==> config.mk <==
export PLATFORM = sky130hd
export DESIGN_NAME = fir_cfg_sequencer
export DESIGN_NICKNAME = d
export VERILOG_FILES = /design/src/rtl/fir_cfg_sequencer_pkg.sv /design/src/rtl/fir_cfg_sequencer_apb_wr_master.sv /design/src/rtl/fir_cfg_sequencer.sv
export SDC_FILE = /design/constraint.sdc
export NUM_CORES = 1
export LEC_CHECK = 0
export BUFFER_PORTS_ARGS = -buffer_cell sky130_fd_sc_hd__buf_2
export CAP_MARGIN = 20
export CORE_MARGIN = 4
export CORE_UTILIZATION = 63
export CTS_CLUSTER_DIAMETER = 80
export DETAILED_ROUTE_END_ITERATION = 8
export PLACE_DENSITY_LB_ADDON = 0.12
export SLEW_MARGIN = 10
export SYNTH_ARGS = -nofsm -noshare
export SYNTH_HDL_FRONTEND = slang
export SYNTH_HIERARCHICAL = 1
export SYNTH_SLANG_ARGS = --single-unit
==> constraint.sdc <==
create_clock -name clk -period 4.61 [get_ports clk]
set_clock_uncertainty 0.05 [all_clocks]
set_input_delay 0.2305 -clock clk [delete_from_list [all_inputs] [get_ports clk]]
set_output_delay 0.2305 -clock clk [all_outputs]
set_load 0.05 [all_outputs]
==> src/rtl/fir_cfg_sequencer_pkg.sv <==
// Shared constants, profile-word field layout and sequencer state encoding
// for the FIR run-time profile controller.
package fir_cfg_sequencer_pkg;

  localparam int unsigned APB_AW = 4;
  localparam int unsigned APB_DW = 32;

  localparam logic [APB_AW-1:0] FIR_REG_GAIN = 4'h0;
  localparam logic [APB_AW-1:0] FIR_REG_COEF = 4'h8;
  localparam logic [APB_AW-1:0] FIR_REG_CTAP = 4'hC;

  localparam int unsigned PROF_W   = 42;
  localparam int unsigned COEF_LSB = 0;
  localparam int unsigned COEF_MSB = 31;
  localparam int unsigned CTAP_LSB = 32;
  localparam int unsigned CTAP_MSB = 39;
  localparam int unsigned GAIN_LSB = 40;
  localparam int unsigned GAIN_MSB = 41;

  typedef enum logic [2:0] {
    ST_RUN,
    ST_ARMED,
    ST_W2S,
    ST_W2A,
    ST_W3S,
    ST_W3A,
    ST_W0S,
    ST_W0A
  } seq_state_e;

  function automatic logic [APB_DW-1:0] prof_coef(input logic [PROF_W-1:0] p);
    return p[COEF_MSB:COEF_LSB];
  endfunction

  function automatic logic [APB_DW-1:0] prof_ctap(input logic [PROF_W-1:0] p);
    return {24'b0, p[CTAP_MSB:CTAP_LSB]};
  endfunction

  function automatic logic [APB_DW-1:0] prof_gain(input logic [PROF_W-1:0] p);
    return {30'b0, p[GAIN_MSB:GAIN_LSB]};
  endfunction

endpackage

==> src/rtl/fir_cfg_sequencer_apb_wr_master.sv <==
// Single-write APB engine: a start pulse launches SETUP then ACCESS, held
// until pready; done_o marks the completing ACCESS cycle.
module apb_wr_master
  import fir_cfg_sequencer_pkg::*;
(
  input  logic              clk_i,
  input  logic              rst_i,
  input  logic              start_i,
  input  logic [APB_AW-1:0] addr_i,
  input  logic [APB_DW-1:0] data_i,
  output logic              done_o,
  output logic [APB_AW-1:0] paddr_o,
  output logic              psel_o,
  output logic              penable_o,
  output logic              pwrite_o,
  output logic [APB_DW-1:0] pwdata_o,
  input  logic              pready_i
);

  logic              psel_q, psel_d;
  logic              penable_q, penable_d;
  logic              pwrite_q;
  logic [APB_AW-1:0] paddr_q, paddr_d;
  logic [APB_DW-1:0] pwdata_q, pwdata_d;

  // A start in the done cycle chains straight into the next SETUP phase.
  always_comb begin
    psel_d    = psel_q;
    penable_d = penable_q;
    paddr_d   = paddr_q;
    pwdata_d  = pwdata_q;
    done_o    = penable_q & pready_i;
    if (done_o) begin
      psel_d    = 1'b0;
      penable_d = 1'b0;
    end else if (psel_q) begin
      penable_d = 1'b1;
    end
    if (start_i) begin
      psel_d    = 1'b1;
      penable_d = 1'b0;
      paddr_d   = addr_i;
      pwdata_d  = data_i;
    end
  end

  always_ff @(posedge clk_i) begin
    if (rst_i) begin
      psel_q    <= 1'b0;
      penable_q <= 1'b0;
      pwrite_q  <= 1'b0;
      paddr_q   <= '0;
      pwdata_q  <= '0;
    end else begin
      psel_q    <= psel_d;
      penable_q <= penable_d;
      pwrite_q  <= psel_d;
      paddr_q   <= paddr_d;
      pwdata_q  <= pwdata_d;
    end
  end

  assign paddr_o   = paddr_q;
  assign psel_o    = psel_q;
  assign penable_o = penable_q;
  assign pwrite_o  = pwrite_q;
  assign pwdata_o  = pwdata_q;

endmodule

==> src/rtl/fir_cfg_sequencer.sv <==
// Profile controller: holds four FIR profiles and, on request, stalls the
// sample stream at a frame boundary while the FIR registers are reprogrammed.
module fir_cfg_sequencer
  import fir_cfg_sequencer_pkg::*;
#(
  parameter int unsigned NPROF = 4,
  parameter int unsigned DW    = 8
) (
  input  logic                     clk,
  input  logic                     rst,
  input  logic                     prof_we,
  input  logic [$clog2(NPROF)-1:0] prof_waddr,
  input  logic [PROF_W-1:0]        prof_wdata,
  input  logic                     sw_req,
  input  logic [$clog2(NPROF)-1:0] sw_idx,
  output logic                     sw_busy,
  output logic                     sw_done,
  output logic [$clog2(NPROF)-1:0] active_idx,
  input  logic [DW-1:0]            s_tdata,
  input  logic                     s_tvalid,
  output logic                     s_tready,
  input  logic                     s_tlast,
  output logic [DW-1:0]            m_tdata,
  output logic                     m_tvalid,
  input  logic                     m_tready,
  output logic                     m_tlast,
  output logic [APB_AW-1:0]        paddr,
  output logic                     psel,
  output logic                     penable,
  output logic                     pwrite,
  output logic [APB_DW-1:0]        pwdata,
  input  logic                     pready
);

  localparam int unsigned IW = $clog2(NPROF);

  seq_state_e        state_q, state_d;
  logic [PROF_W-1:0] prof_q [NPROF];
  logic [PROF_W-1:0] shadow_q, shadow_d;
  logic [IW-1:0]     idx_q, idx_d;
  logic [IW-1:0]     active_q, active_d;
  logic              in_frame_q, in_frame_d;
  logic              done_q, done_d;

  logic              pass;
  logic              beat;
  logic              wr_start;
  logic              wr_done;
  logic [APB_AW-1:0] wr_addr;
  logic [APB_DW-1:0] wr_data;

  assign pass     = (state_q == ST_RUN) || (state_q == ST_ARMED);
  assign m_tvalid = s_tvalid & pass;
  assign s_tready = m_tready & pass;
  assign m_tdata  = s_tdata;
  assign m_tlast  = s_tlast;
  assign beat     = s_tvalid & s_tready;

  always_ff @(posedge clk) begin
    if (rst) begin
      for (int unsigned i = 0; i < NPROF; i++) prof_q[i] <= '0;
    end else if (prof_we) begin
      prof_q[prof_waddr] <= prof_wdata;
    end
  end

  // Each write is launched on the transition into its SETUP state so the
  // engine's registered APB outputs line up with the xS/xA states.
  always_comb begin
    state_d    = state_q;
    shadow_d   = shadow_q;
    idx_d      = idx_q;
    active_d   = active_q;
    done_d     = 1'b0;
    in_frame_d = in_frame_q;
    wr_start   = 1'b0;
    wr_addr    = FIR_REG_COEF;
    wr_data    = prof_coef(shadow_q);
    if (beat) in_frame_d = ~s_tlast;
    case (state_q)
      ST_RUN: begin
        if (sw_req) begin
          shadow_d = prof_q[sw_idx];
          idx_d    = sw_idx;
          state_d  = ST_ARMED;
        end
      end
      ST_ARMED: begin
        if (!in_frame_q || (beat && s_tlast)) begin
          wr_start = 1'b1;
          state_d  = ST_W2S;
        end
      end
      ST_W2S: state_d = ST_W2A;
      ST_W2A: begin
        if (wr_done) begin
          wr_start = 1'b1;
          wr_addr  = FIR_REG_CTAP;
          wr_data  = prof_ctap(shadow_q);
          state_d  = ST_W3S;
        end
      end
      ST_W3S: state_d = ST_W3A;
      ST_W3A: begin
        if (wr_done) begin
          wr_start = 1'b1;
          wr_addr  = FIR_REG_GAIN;
          wr_data  = prof_gain(shadow_q);
          state_d  = ST_W0S;
        end
      end
      ST_W0S: state_d = ST_W0A;
      ST_W0A: begin
        if (wr_done) begin
          done_d   = 1'b1;
          active_d = idx_q;
          state_d  = ST_RUN;
        end
      end
      default: state_d = ST_RUN;
    endcase
  end

  always_ff @(posedge clk) begin
    if (rst) begin
      state_q    <= ST_RUN;
      shadow_q   <= '0;
      idx_q      <= '0;
      active_q   <= '0;
      in_frame_q <= 1'b0;
      done_q     <= 1'b0;
    end else begin
      state_q    <= state_d;
      shadow_q   <= shadow_d;
      idx_q      <= idx_d;
      active_q   <= active_d;
      in_frame_q <= in_frame_d;
      done_q     <= done_d;
    end
  end

  assign sw_busy    = (state_q != ST_RUN);
  assign sw_done    = done_q;
  assign active_idx = active_q;

  apb_wr_master u_apb (
    .clk_i     (clk),
    .rst_i     (rst),
    .start_i   (wr_start),
    .addr_i    (wr_addr),
    .data_i    (wr_data),
    .done_o    (wr_done),
    .paddr_o   (paddr),
    .psel_o    (psel),
    .penable_o (penable),
    .pwrite_o  (pwrite),
    .pwdata_o  (pwdata),
    .pready_i  (pready)
  );

endmodule

==> results.tsv, run 1 <==
stage	metric	value	unit
drt	Routed WL	22900	um
global_route	first-pass GRT wire length	36600	um
timing	max-slew violations	0	
placement	Area after DPL	11300	um^2
clock_tree	post_cts resized	0	
drt	Residual DRC	0	
clock_tree	CTS tree	built	
setup_path	cells on worst reg2reg path	7	
setup_path	CP Class	flip-flop to flip-flop	
drt	Routed Antenna Nets	0	
timing	final setup margin	1.45	ns
floorplan	die area	19300	um^2
setup_path	critical path buffer and inverter count	2	
placement	pre-CTS WS	1.49	ns
hold_path	Hold WC Path Type	input pin to flip-flop	
clock_tree	CTS H-tree depth	1	
drt	starting DRC count in detailed routing	393	
timing	minimum clock period	3.16	ns
logic_synthesis	Mean Syn Cell Area	14.3	um^2
floorplan	chip width	139	um
floorplan	Die H	139	um
timing	setup violators final	0	
clock_tree	CTS Root Cell	clkbuf_16	
setup_path	CP Launch Type	flip-flop	
global_route	number of global-route vias before repair	6811	
setup_path	max incr delay on CP	0.86	ns
placement	Final GP Congestion	0.773	
clock_tree	later-pin clock latency in the skew report	0.52	ns
global_route	largest net degree at the start of global routing	56	
clock_tree	Reg clk slew, reported paths	0.06	ns
global_route	GR Overflow Total	0	
layout	final instance area	12700	um^2
timing	worst slew pin tran	1.06	ns
layout	Layout Cells excl Fill	1116	
timing	fmax	317	MHz
power_and_ir_drop	Lkg Pwr	4.92	nW
layout	layout cells sized above 1	0.237	
timing	RSZ-0062 raised after global routing	no	
global_route	initial antenna violation count	0	
setup_path	CP Data Required Time	4.94	ns
run	max cap viols	0	
setup_path	largest delay contributor family on the critical path	compound AO/OA/AOI/OAI gates	
logic_synthesis	FF+latch count, synth	257	
logic_synthesis	ys flop type	edfxtp_1	
power_and_ir_drop	PD cells	421	nW/um^2
layout	ant diodes	0	
floorplan	Core Region	16700	um^2
power_and_ir_drop	Worst VDD drop	0.000379	V
placement	Final HPWL DP	13200	um
floorplan	Ports	116	
logic_synthesis	Post-synth EDFFs	168	
setup_path	Most Frequent Cell on Critical Path	buf_4	
drt	Via Count	6460	
placement	IO buf count	99	
setup_path	Data arrival, critical path	3.49	ns
layout	Synth-to-Final Area Change	17.7	%
timing	Fin. Hold Viols	0	
clock_tree	clock sink count	257	
clock_tree	total CTS buffers	26	
logic_synthesis	Seq/Total Area, Yosys	0.633	
logic_synthesis	Yosys cell types	48	
drt	first-pass iteration count of the detailed router	5	
setup_path	Worst path depth	7	
power_and_ir_drop	Power Total	5.35	mW
clock_tree	worst-case clock buffer depth	3	
setup_path	CP max stage cell	a31o_2	
setup_path	CP Max Fanout	29	
logic_synthesis	Mapped Area	10800	um^2
logic_synthesis	ys async rst share	0	
layout	Nets	938	
logic_synthesis	Warnings, synthesis	6	
logic_synthesis	Cells after Synth	754	
setup_path	cells along the critical path	xnor2_1 -> nor2_2 -> buf_4 -> a31o_2 -> buf_4 -> mux2i_1 -> nor2_1	
floorplan	# rows	47	
timing	Worst slew margin	0.293	
placement	Placed Cells	1022	
global_route	GR Util All Layers	0.238	
timing	Final TNS setup	0	ns
floorplan	starting density of the core	0.646	
timing	Final period util	0.685	
hold_path	Hold Crit Depth	2	
drt	detailed-route vias per instance	5.79	
setup_path	CP Capture Type	flip-flop	
drt	DR WL/cell	20.5	um
status	status	finished, final reports clean	
==> cells by family (layout without fill, tap and decap cells) <==
| kind of cell | Yosys count | count (layout) | share of synthesized area |
|---|---|---|---|
| AOI/OAI and AO/OA | 67 | 67 | 0.0521 |
| other | 1 | 2 | 0.000347 |
| and+or+nand+nor | 279 | 279 | 0.153 |
| DFF | 257 | 257 | 0.633 |
| buffers and inverters | 66 | 207 | 0.0356 |
| muxes | 82 | 82 | 0.125 |
| xor gates and xnor gates | 2 | 2 | 0.00162 |
==> per-layer routing <==
layer | GRT usage | wire length [um]
met4 | 0.0510 | 346
met3 | 0.0448 | 1830
met2 | 0.408 | 11400
met1 | 0.321 | 9330
met5 | 0 | 0
==> cell usage after synthesis, drive strengths merged (2+ instances only) <==
master | instances | area [um^2]
inv | 2 | 7.50
dfxtp | 89 | 1780
nand2b | 3 | 18.8
and2 | 171 | 1070
nor2b | 26 | 163
a22o | 50 | 438
mux2i | 40 | 400
buf | 36 | 270
a221o | 2 | 20.0
clkbuf | 28 | 106
nor4 | 2 | 18.8
or2 | 3 | 18.8
nor3b | 3 | 32.5
o21ai | 4 | 20.0
nand3 | 7 | 35.0
a31o | 2 | 17.5
a21boi | 2 | 15.0
mux4 | 42 | 946
nand4b | 2 | 17.5
nand2 | 9 | 33.8
edfxtp | 168 | 5040
nor2 | 47 | 179
==> flip-flops by register name, summed over array words and instances, names as in the netlist, 2 cells and up <==
| register | flops |
|---|---|
| prof_q | 168 |
| u_apb/paddr_o | 4 |
| shadow_q | 42 |
| active_idx | 2 |
| state_q | 3 |
| u_apb/pwdata_o | 32 |
| idx_q | 2 |
==> cell type report <==
class | instances | area, um^2
well taps | 220 | 275
clock inverters | 14 | 148
repair buffers | 157 | 1100
inverters | 2 | 7.51
multi-input cells | 432 | 3630
fillers | 1029 | 4000
flip-flops and latches | 257 | 6830
clock buffers | 34 | 712
==> final timing paths <==
check                 start                 to  slack, ns
max reg2reg      state_q[2]  u_apb/pwdata_o[4]       1.45
min reg2reg    shadow_q[15]       shadow_q[15]       0.43
max              state_q[2]  u_apb/pwdata_o[4]       1.45
min          prof_wdata[37]      prof_q[2][37]       0.01
==> metrics by stage <==
stage	util	hold slack, ns
after global placement	0.678	0.402
after detailed placement	0.679	0.405
after global routing	0.761	0.0367
final	0.761	0.0142
after floorplan	-	0.291
after CTS	0.756	0.00322
==> report_power, final <==
part | internal, mW | switching, mW
clock network | 1.26 | 0.842
registers | 2.63 | 0.0764
logic | 0.245 | 0.309
total | 4.13 | 1.23
==> layout by cell type, fill, tap and decap left out, types with 2 or more instances in the layout <==
cell type and count:
a21boi_0 2, a221o_1 2, a22o_1 50, a31o_2 2, and2_1 171, buf_12 2, buf_16 2, buf_2 99
buf_4 11, bufinv_16 3, clkbuf_1 6, clkbuf_16 27, clkinv_2 9, conb_1 2, dfxtp_1 89, dlygate4sd3_1 43
edfxtp_1 168, mux2i_1 40, mux4_2 42, nand2_1 9, nand2b_1 3, nand3_1 7, nand4b_1 2, nor2_1 45
nor2b_1 24, nor3b_4 2, o21ai_0 4, or2_2 2
==> repair_timing <==
action	4_1_cts	5_1_grt
buffers inserted	0	0
hold endpoints to repair	156	0
hold buffers	43	0
Note: power is estimated with default switching activity, not from simulation.
==> run 2, diff against run 1 <==
- ABC_AREA: not set -> 1
- CORE_UTILIZATION: 63 -> 53
- clock period: 4.61 -> 2.8 ns (I/O delays scaled with it)
==> run 2 against run 1 <==
  * Worst setup slack got worse by 0.90 ns
  * Largest power group unchanged
  * Largest cell class unchanged
  * Sequential power rose by 70%
  * Critical path type unchanged
  * Non-clock buffer count up 14
==> results.tsv, run 2 <==
stage	metric	value	unit	change
status	status	finished, final reports clean		
layout	Biggest register	prof_q		
layout	max reg flops	168		unchanged
logic_synthesis	Commonest cells post-synth	nor2_1 (391), edfxtp_1 (168), o21ai_0 (159)		
timing	final setup margin	0.553	ns	-0.900 ns
global_route	largest net degree at the start of global routing	85		+52%
timing	Worst slew margin	0.362		+0.0690
clock_tree	# hold bufs at CTS	46		+7.0%
setup_path	max incr delay on CP	0.41	ns	-0.45 ns
power_and_ir_drop	PD cells	760	nW/um^2	+80%
global_route	GR Util All Layers	0.223		-0.0151
run	max cap viols	0		unchanged
clock_tree	CTS Root Cell	clkbuf_16		
global_route	first-pass GRT wire length	40200	um	+9.7%
timing	setup violators final	0		unchanged
global_route	GR Overflow Total	0		unchanged
logic_synthesis	Cells after Synth	1137		+51%
logic_synthesis	Post-synth EDFFs	168		unchanged
logic_synthesis	Yosys cell types	35		-27%
logic_synthesis	Mean Syn Cell Area	9.57	um^2	-33%
logic_synthesis	Mapped Area	10900	um^2	+0.83%
clock_tree	CTS H-tree depth	1		unchanged
floorplan	Die H	151	um	+8.9%
drt	DR WL/cell	16.6	um	-19%
layout	most frequent cells in the layout	nor2_1 (391), edfxtp_1 (168), o21ai_0 (158)		
logic_synthesis	xor/xnor share of the synthesized area	0		-0.00162
layout	Synth-to-Final Area Change	18.0	%	
placement	pre-CTS WS	0.560	ns	-0.928 ns
timing	max-slew violations	0		unchanged
power_and_ir_drop	Worst VDD drop	0.000528	V	+39%
layout	ant diodes	0		unchanged
logic_synthesis	area leader, netlist	edfxtp_1		
power_and_ir_drop	Lkg Pwr	5.26	nW	+7.1%
timing	Final TNS setup	0	ns	unchanged
timing	Fin. Hold Viols	0		unchanged
floorplan	# rows	52		+11%
drt	Routed Antenna Nets	0		unchanged
drt	first-pass iteration count of the detailed router	5		unchanged
setup_path	Data arrival, critical path	2.64	ns	-0.85 ns
clock_tree	CTS tree	built		
logic_synthesis	ys flop type	edfxtp_1		
floorplan	Ports	116		unchanged
placement	Final HPWL DP	15400	um	+17%
floorplan	die area	22900	um^2	+19%
setup_path	CP Data Required Time	3.19	ns	-1.75 ns
logic_synthesis	Synth Area in Simple Gates	0.177		+0.0244
setup_path	CP max stage cell	dfxtp_1		
drt	detailed-route vias per instance	5.22		-9.8%
drt	Residual DRC	0		unchanged
logic_synthesis	Seq/Total Area, Yosys	0.627		-0.00524
global_route	initial antenna violation count	0		unchanged
setup_path	CP Class	flip-flop to flip-flop		
layout	Nets	1315		+40%
logic_synthesis	count leader, synth	nor2_1		
timing	fmax	445	MHz	+40%
timing	RSZ-0062 raised after global routing	no		
floorplan	Core Region	20200	um^2	+21%
power_and_ir_drop	Power Total	9.75	mW	+82%
logic_synthesis	Yosys top cell area share	0.464		-0.00387
clock_tree	total CTS buffers	27		+3.8%
drt	starting DRC count in detailed routing	592		+51%
clock_tree	worst-case clock buffer depth	3		unchanged
drt	Routed WL	25600	um	+12%
clock_tree	Post-CTS Setup Inserts	0		unchanged
global_route	number of global-route vias before repair	7579		+11%
placement	Area after DPL	11500	um^2	+1.5%
layout	final instance area	12800	um^2	+1.1%
hold_path	Hold WC Path Type	input pin to flip-flop		
setup_path	CP Max Fanout	31		+6.9%
setup_path	cells along the critical path	inv_2 -> nor2_2 -> nor2_2 -> nor2_8 -> inv_2 -> nand2_1 -> buf_4 -> o21ai_0 -> nor2_1		
floorplan	starting density of the core	0.538		-0.108
timing	worst slew pin tran	0.957	ns	-0.104 ns
logic_synthesis	Synth Area in Adders	0		unchanged
clock_tree	later-pin clock latency in the skew report	0.52	ns	about the same
logic_synthesis	proportion of synthesized area in mux cells	0		-0.125
floorplan	chip width	151	um	+8.9%
setup_path	critical path buffer and inverter count	3		+1
logic_synthesis	main combinational cell family by area after synthesis	simple AND/OR/NAND/NOR gates		
layout	final core occ	0.634		-0.126
placement	IO buf count	99		unchanged
timing	minimum clock period	2.25	ns	-0.910 ns
logic_synthesis	FF+latch count, synth	257		unchanged
logic_synthesis	ys async rst share	0		unchanged
logic_synthesis	Synth Area in Compound Gates	0.120		+0.0679
clock_tree	post_cts resized	0		unchanged
timing	Final period util	0.802		+0.118
logic_synthesis	Warnings, synthesis	6		unchanged
layout	most common cell after layout, fill and taps aside	nor2_1		
placement	Final GP Congestion	0.807		+4.5%
layout	layout cells sized above 1	0.154		-0.0826
clock_tree	clock sink count	257		unchanged
setup_path	CP Launch Type	flip-flop		
setup_path	CP Capture Type	flip-flop		
logic_synthesis	largest cells by area after synthesis	edfxtp_1 (46%), dfxtp_1 (16%), nor2_1 (13%), o21ai_0 (7.3%), inv_1 (2.9%)		
drt	Via Count	8054		+25%
clock_tree	Reg clk slew, reported paths	0.06	ns	about the same
setup_path	largest delay contributor family on the critical path	simple AND/OR/NAND/NOR gates		
## run 2: cell count changes after synthesis, sizes merged, moves of 43 or more
cell,before,now
and2,171,0
inv,2,89
nor3,1,44
a22o,50,6
o21ai,4,159
nor2,47,399
## run 2: logic make-up (layout without fill, tap and decap cells)
| logic type | Yosys count | count (layout) |
|---|---|---|
| flops | 257 | 257 |
| compound gates | 227 | 227 |
| other cells | 1 | 2 |
| buf+inv | 175 | 310 |
| simple gates | 477 | 477 |
## run 2: final cells by class
cell class	instances	area [um^2]
inverter	90	340
clock buffer	40	754
tap	270	338
clock inverter	9	118
multi-input combinational	706	3270
fill	1724	7400
sequential	257	6830
timing repair buffer	171	1190
## run 2: routing by layer
layer / vias to the layer above / wire, um / global-route usage / share of wire
met2: 222 / 11900 / 0.368 / 0.47
met5: - / 0 / 0 / 0
li1: 4031 / - / - / -
met4: 0 / 317 / 0.0390 / 0.012
met1: 3777 / 11700 / 0.319 / 0.46
met3: 24 / 1630 / 0.0329 / 0.064
## run 2: report_power, final
group	total (mW)	internal, mW	switching [mW]
registers	4.60	4.45	0.157
logic	1.64	0.452	1.19
clock network	3.51	2.13	1.38
## run 2: path summary, 6_finish.rpt
kind	start	cells after the start	end	slack, ns
max	state_q[2]	9	u_apb/pwdata_o[16]	0.55
min	s_tvalid	4	in_frame_q	0.04
max reg2reg	state_q[2]	9	u_apb/pwdata_o[16]	0.55
min reg2reg	shadow_q[19]	2	shadow_q[19]	0.42
## run 2: worst reg2reg max path, cell delays in order (launching register included)
cell	delay, ns
dfxtp_1	0.41
inv_2	0.11
nor2_2	0.21
nor2_2	0.09
nor2_8	0.27
inv_2	0.15
nand2_1	0.25
buf_4	0.32
o21ai_0	0.16
nor2_1	0.14
## run 2: stage by stage
| step | hold WS, ns | std cells |
|---|---|---|
| floorplan | 0.152 | 1138 |
| global placement | 0.230 | 1448 |
| detailed placement | 0.230 | 1448 |
| CTS | 0.0178 | 1543 |
| global route | 0.0258 | 1543 |
| finish | 0.0358 | 1543 |
==> run 3, diff against run 2 <==
- clock period: 2.8 -> 1.9 ns (I/O delays scaled with it)
==> run 3 against run 2 <==
  * Via count is 0.50% higher
  * Core utilization up 0.74 points
  * Sequential share of layout area down 0.60 points
  * Combinational power rose by 52%
  * Wire length shrank 1.2%
  * Largest cell class unchanged
  * Non-clock buffer count is 9 higher
  * Clock-buffer cell count up 1
  * Critical path depth fell by 3
  * Register-to-register slack got worse by 0.40 ns
==> results.tsv, run 3 (synthesis gave the netlist of run 2 again) <==
stage	metric	value	unit	change
timing	worst slew pin tran	0.652	ns	-0.304 ns
global_route	GR Overflow Total	0		unchanged
drt	Residual DRC	0		unchanged
layout	Biggest register	prof_q		
layout	Nets	1323		+0.61%
power_and_ir_drop	Power Total	14.1	mW	+44%
layout	layout cells sized above 1	0.155		+0.00138
setup_path	CP Class	flip-flop to primary output		
floorplan	Core Region	20200	um^2	unchanged
layout	most frequent cells in the layout	nor2_1 (391), edfxtp_1 (168), o21ai_0 (158)		
timing	Fin. Hold Viols	0		unchanged
placement	pre-CTS WS	0.112	ns	-0.448 ns
placement	IO buf count	99		unchanged
power_and_ir_drop	Reg power frac	0.481		+0.009
layout	Layout Cells excl Fill	1551		+0.52%
setup_path	CP Max Fanout	6		-81%
layout	final instance area	13000	um^2	+1.2%
global_route	met1 usage	0.332		+0.0137
global_route	first-pass GRT wire length	39900	um	-0.74%
timing	fmax	554	MHz	
status	status	finished, final reports clean		
power_and_ir_drop	Comb power frac	0.177		+0.009
drt	starting DRC count in detailed routing	530		-10%
clock_tree	worst-case clock buffer depth	3		unchanged
power_and_ir_drop	PD cells	1080	nW/um^2	+43%
timing	final setup margin	0.0938	ns	-0.459 ns
clock_tree	Reg clk slew, reported paths	0.06	ns	about the same
timing	Final period util	0.951		
timing	minimum clock period	1.81	ns	
drt	DR WL/cell	16.3	um	-1.7%
global_route	GR Util All Layers	0.220		-0.00227
drt	detailed-route vias per instance	5.22		about the same
setup_path	max incr delay on CP	0.36	ns	-0.05 ns
placement	Final HPWL DP	14600	um	-4.9%
global_route	largest net degree at the start of global routing	85		unchanged
placement	Placed Cells	1455		+0.48%
power_and_ir_drop	Clock power frac	0.342		-0.018
floorplan	starting density of the core	0.538		unchanged
drt	Routed Antenna Nets	0		unchanged
floorplan	die area	22900	um^2	unchanged
setup_path	critical path buffer and inverter count	2		-1
clock_tree	CTS tree	built		
power_and_ir_drop	Lkg Pwr	5.33	nW	+1.2%
setup_path	CP max stage cell	dfxtp_1		
layout	most common cell after layout, fill and taps aside	nor2_1		
setup_path	CP Data Required Time	1.75	ns	-1.44 ns
layout	Synth-to-Final Area Change	19.4	%	
global_route	GR Util met3	0.0347		+0.00180
layout	ant diodes	0		unchanged
clock_tree	clock sink count	257		unchanged
clock_tree	CTS H-tree depth	1		unchanged
timing	setup violators final	0		unchanged
global_route	initial antenna violation count	0		unchanged
floorplan	chip width	151	um	unchanged
clock_tree	CTS Root Cell	clkbuf_16		
layout	final core occ	0.642		+0.00736
global_route	grt peak-use layer	met2		
power_and_ir_drop	Sw Share	0.282		+0.00325
placement	Final GP Congestion	0.763		-5.5%
power_and_ir_drop	Worst VDD drop	0.000784	V	+49%
timing	Worst slew margin	0.563		+0.201
clock_tree	total CTS buffers	26		-3.7%
timing	RSZ-0062 raised after global routing	no		
layout	max reg flops	168		unchanged
timing	max-slew violations	0		unchanged
floorplan	Ports	116		unchanged
run	max cap viols	0		unchanged
setup_path	Data arrival, critical path	1.66	ns	-0.98 ns
power_and_ir_drop	Power Internal	10.1	mW	+44%
setup_path	cells along the critical path	nor2_2 -> nand2_4 -> nand2_1 -> inv_1 -> nor2_1 -> buf_2		
drt	Via Count	8094		+0.50%
layout	FILL cells	1718		-0.35%
floorplan	Die H	151	um	unchanged
drt	Routed WL	25200	um	-1.2%
setup_path	CP Launch Type	flip-flop		
drt	first-pass iteration count of the detailed router	5		unchanged
setup_path	CP Capture Type	primary output		
power_and_ir_drop	Net Sw Power	3.98	mW	+46%
hold_path	Hold WC Path Type	input pin to flip-flop		
clock_tree	later-pin clock latency in the skew report	0.51	ns	about the same
floorplan	# rows	52		unchanged
placement	Area after DPL	11700	um^2	+1.7%
global_route	number of global-route vias before repair	7559		-0.26%
setup_path	largest delay contributor family on the critical path	simple AND/OR/NAND/NOR gates		
global_route	GR Util met2	0.343		-0.0251
==> run 3: changes by cell type in the layout (fill, tap and decap cells not counted), sizes merged <==
cell         before  now
dlygate4sd3      46   48
bufinv            3    1
clkbuf           40   41
buf             125  132
==> run 3: path summary, 6_finish.rpt <==
path | start | endpoint | slack [ns] | cells after the start
hold / removal | rst | sw_done | 0.07 | 3
hold reg to reg | shadow_q[13] | shadow_q[13] | 0.42 | 2
setup reg to reg | state_q[2] | in_frame_q | 0.15 | 7
setup / recovery | state_q[0] | m_tvalid | 0.09 | 6
==> run 3: area by class of cell <==
cell class | instances | area [um^2] | area share
Tap cell | 270 | 338 | 0.0260
Clock buffer | 41 | 748 | 0.0576
Multi-Input combinational cell | 706 | 3280 | 0.252
Inverter | 90 | 343 | 0.0264
Timing Repair Buffer | 180 | 1400 | 0.108
Sequential cell | 257 | 6830 | 0.526
Clock inverter | 7 | 53.8 | 0.00414
==> run 3: stage by stage <==
step	hold WS (ns)	TNS (ns)
detailed placement	0.140	0
finish	0.0739	0
floorplan	0.107	-4.47
global route	0.0661	0
global placement	0.140	0
CTS	0.0497	0
==> run 3: timing repair <==
action / in CTS / in global routing
endpoints found under the setup margin: 0 / 38
buffers inserted: 0 / 0
gates resized for setup: 0 / 4
hold endpoints to repair: 173 / 0
hold buffers: 48 / 0
==> run 3: power by group through the flow <==
stage | clock, mW | sequential, mW | combinational (mW)
CTS | 4.91 | 6.78 | 2.49
global route | 5.15 | 6.84 | 2.73
floorplan | 0 | 7.37 | 1.34
finish | 4.82 | 6.78 | 2.49
global placement | 0 | 6.89 | 2.38
detailed placement | 0 | 6.90 | 2.40
==> run 3: tightest hold or removal path: cells and delay by family <==
kind                   cells  cell delay, ns
buffers and inverters      2            0.40
AND/OR/NAND/NOR            1            0.11
==> run 3: metal layers <==
| layer | routed length, um | up-vias |
|---|---|---|
| li1 | - | 4033 |
| met1 | 11700 | 3773 |
| met2 | 11400 | 264 |
| met3 | 1860 | 24 |
| met4 | 247 | 0 |
| met5 | 0 | - |
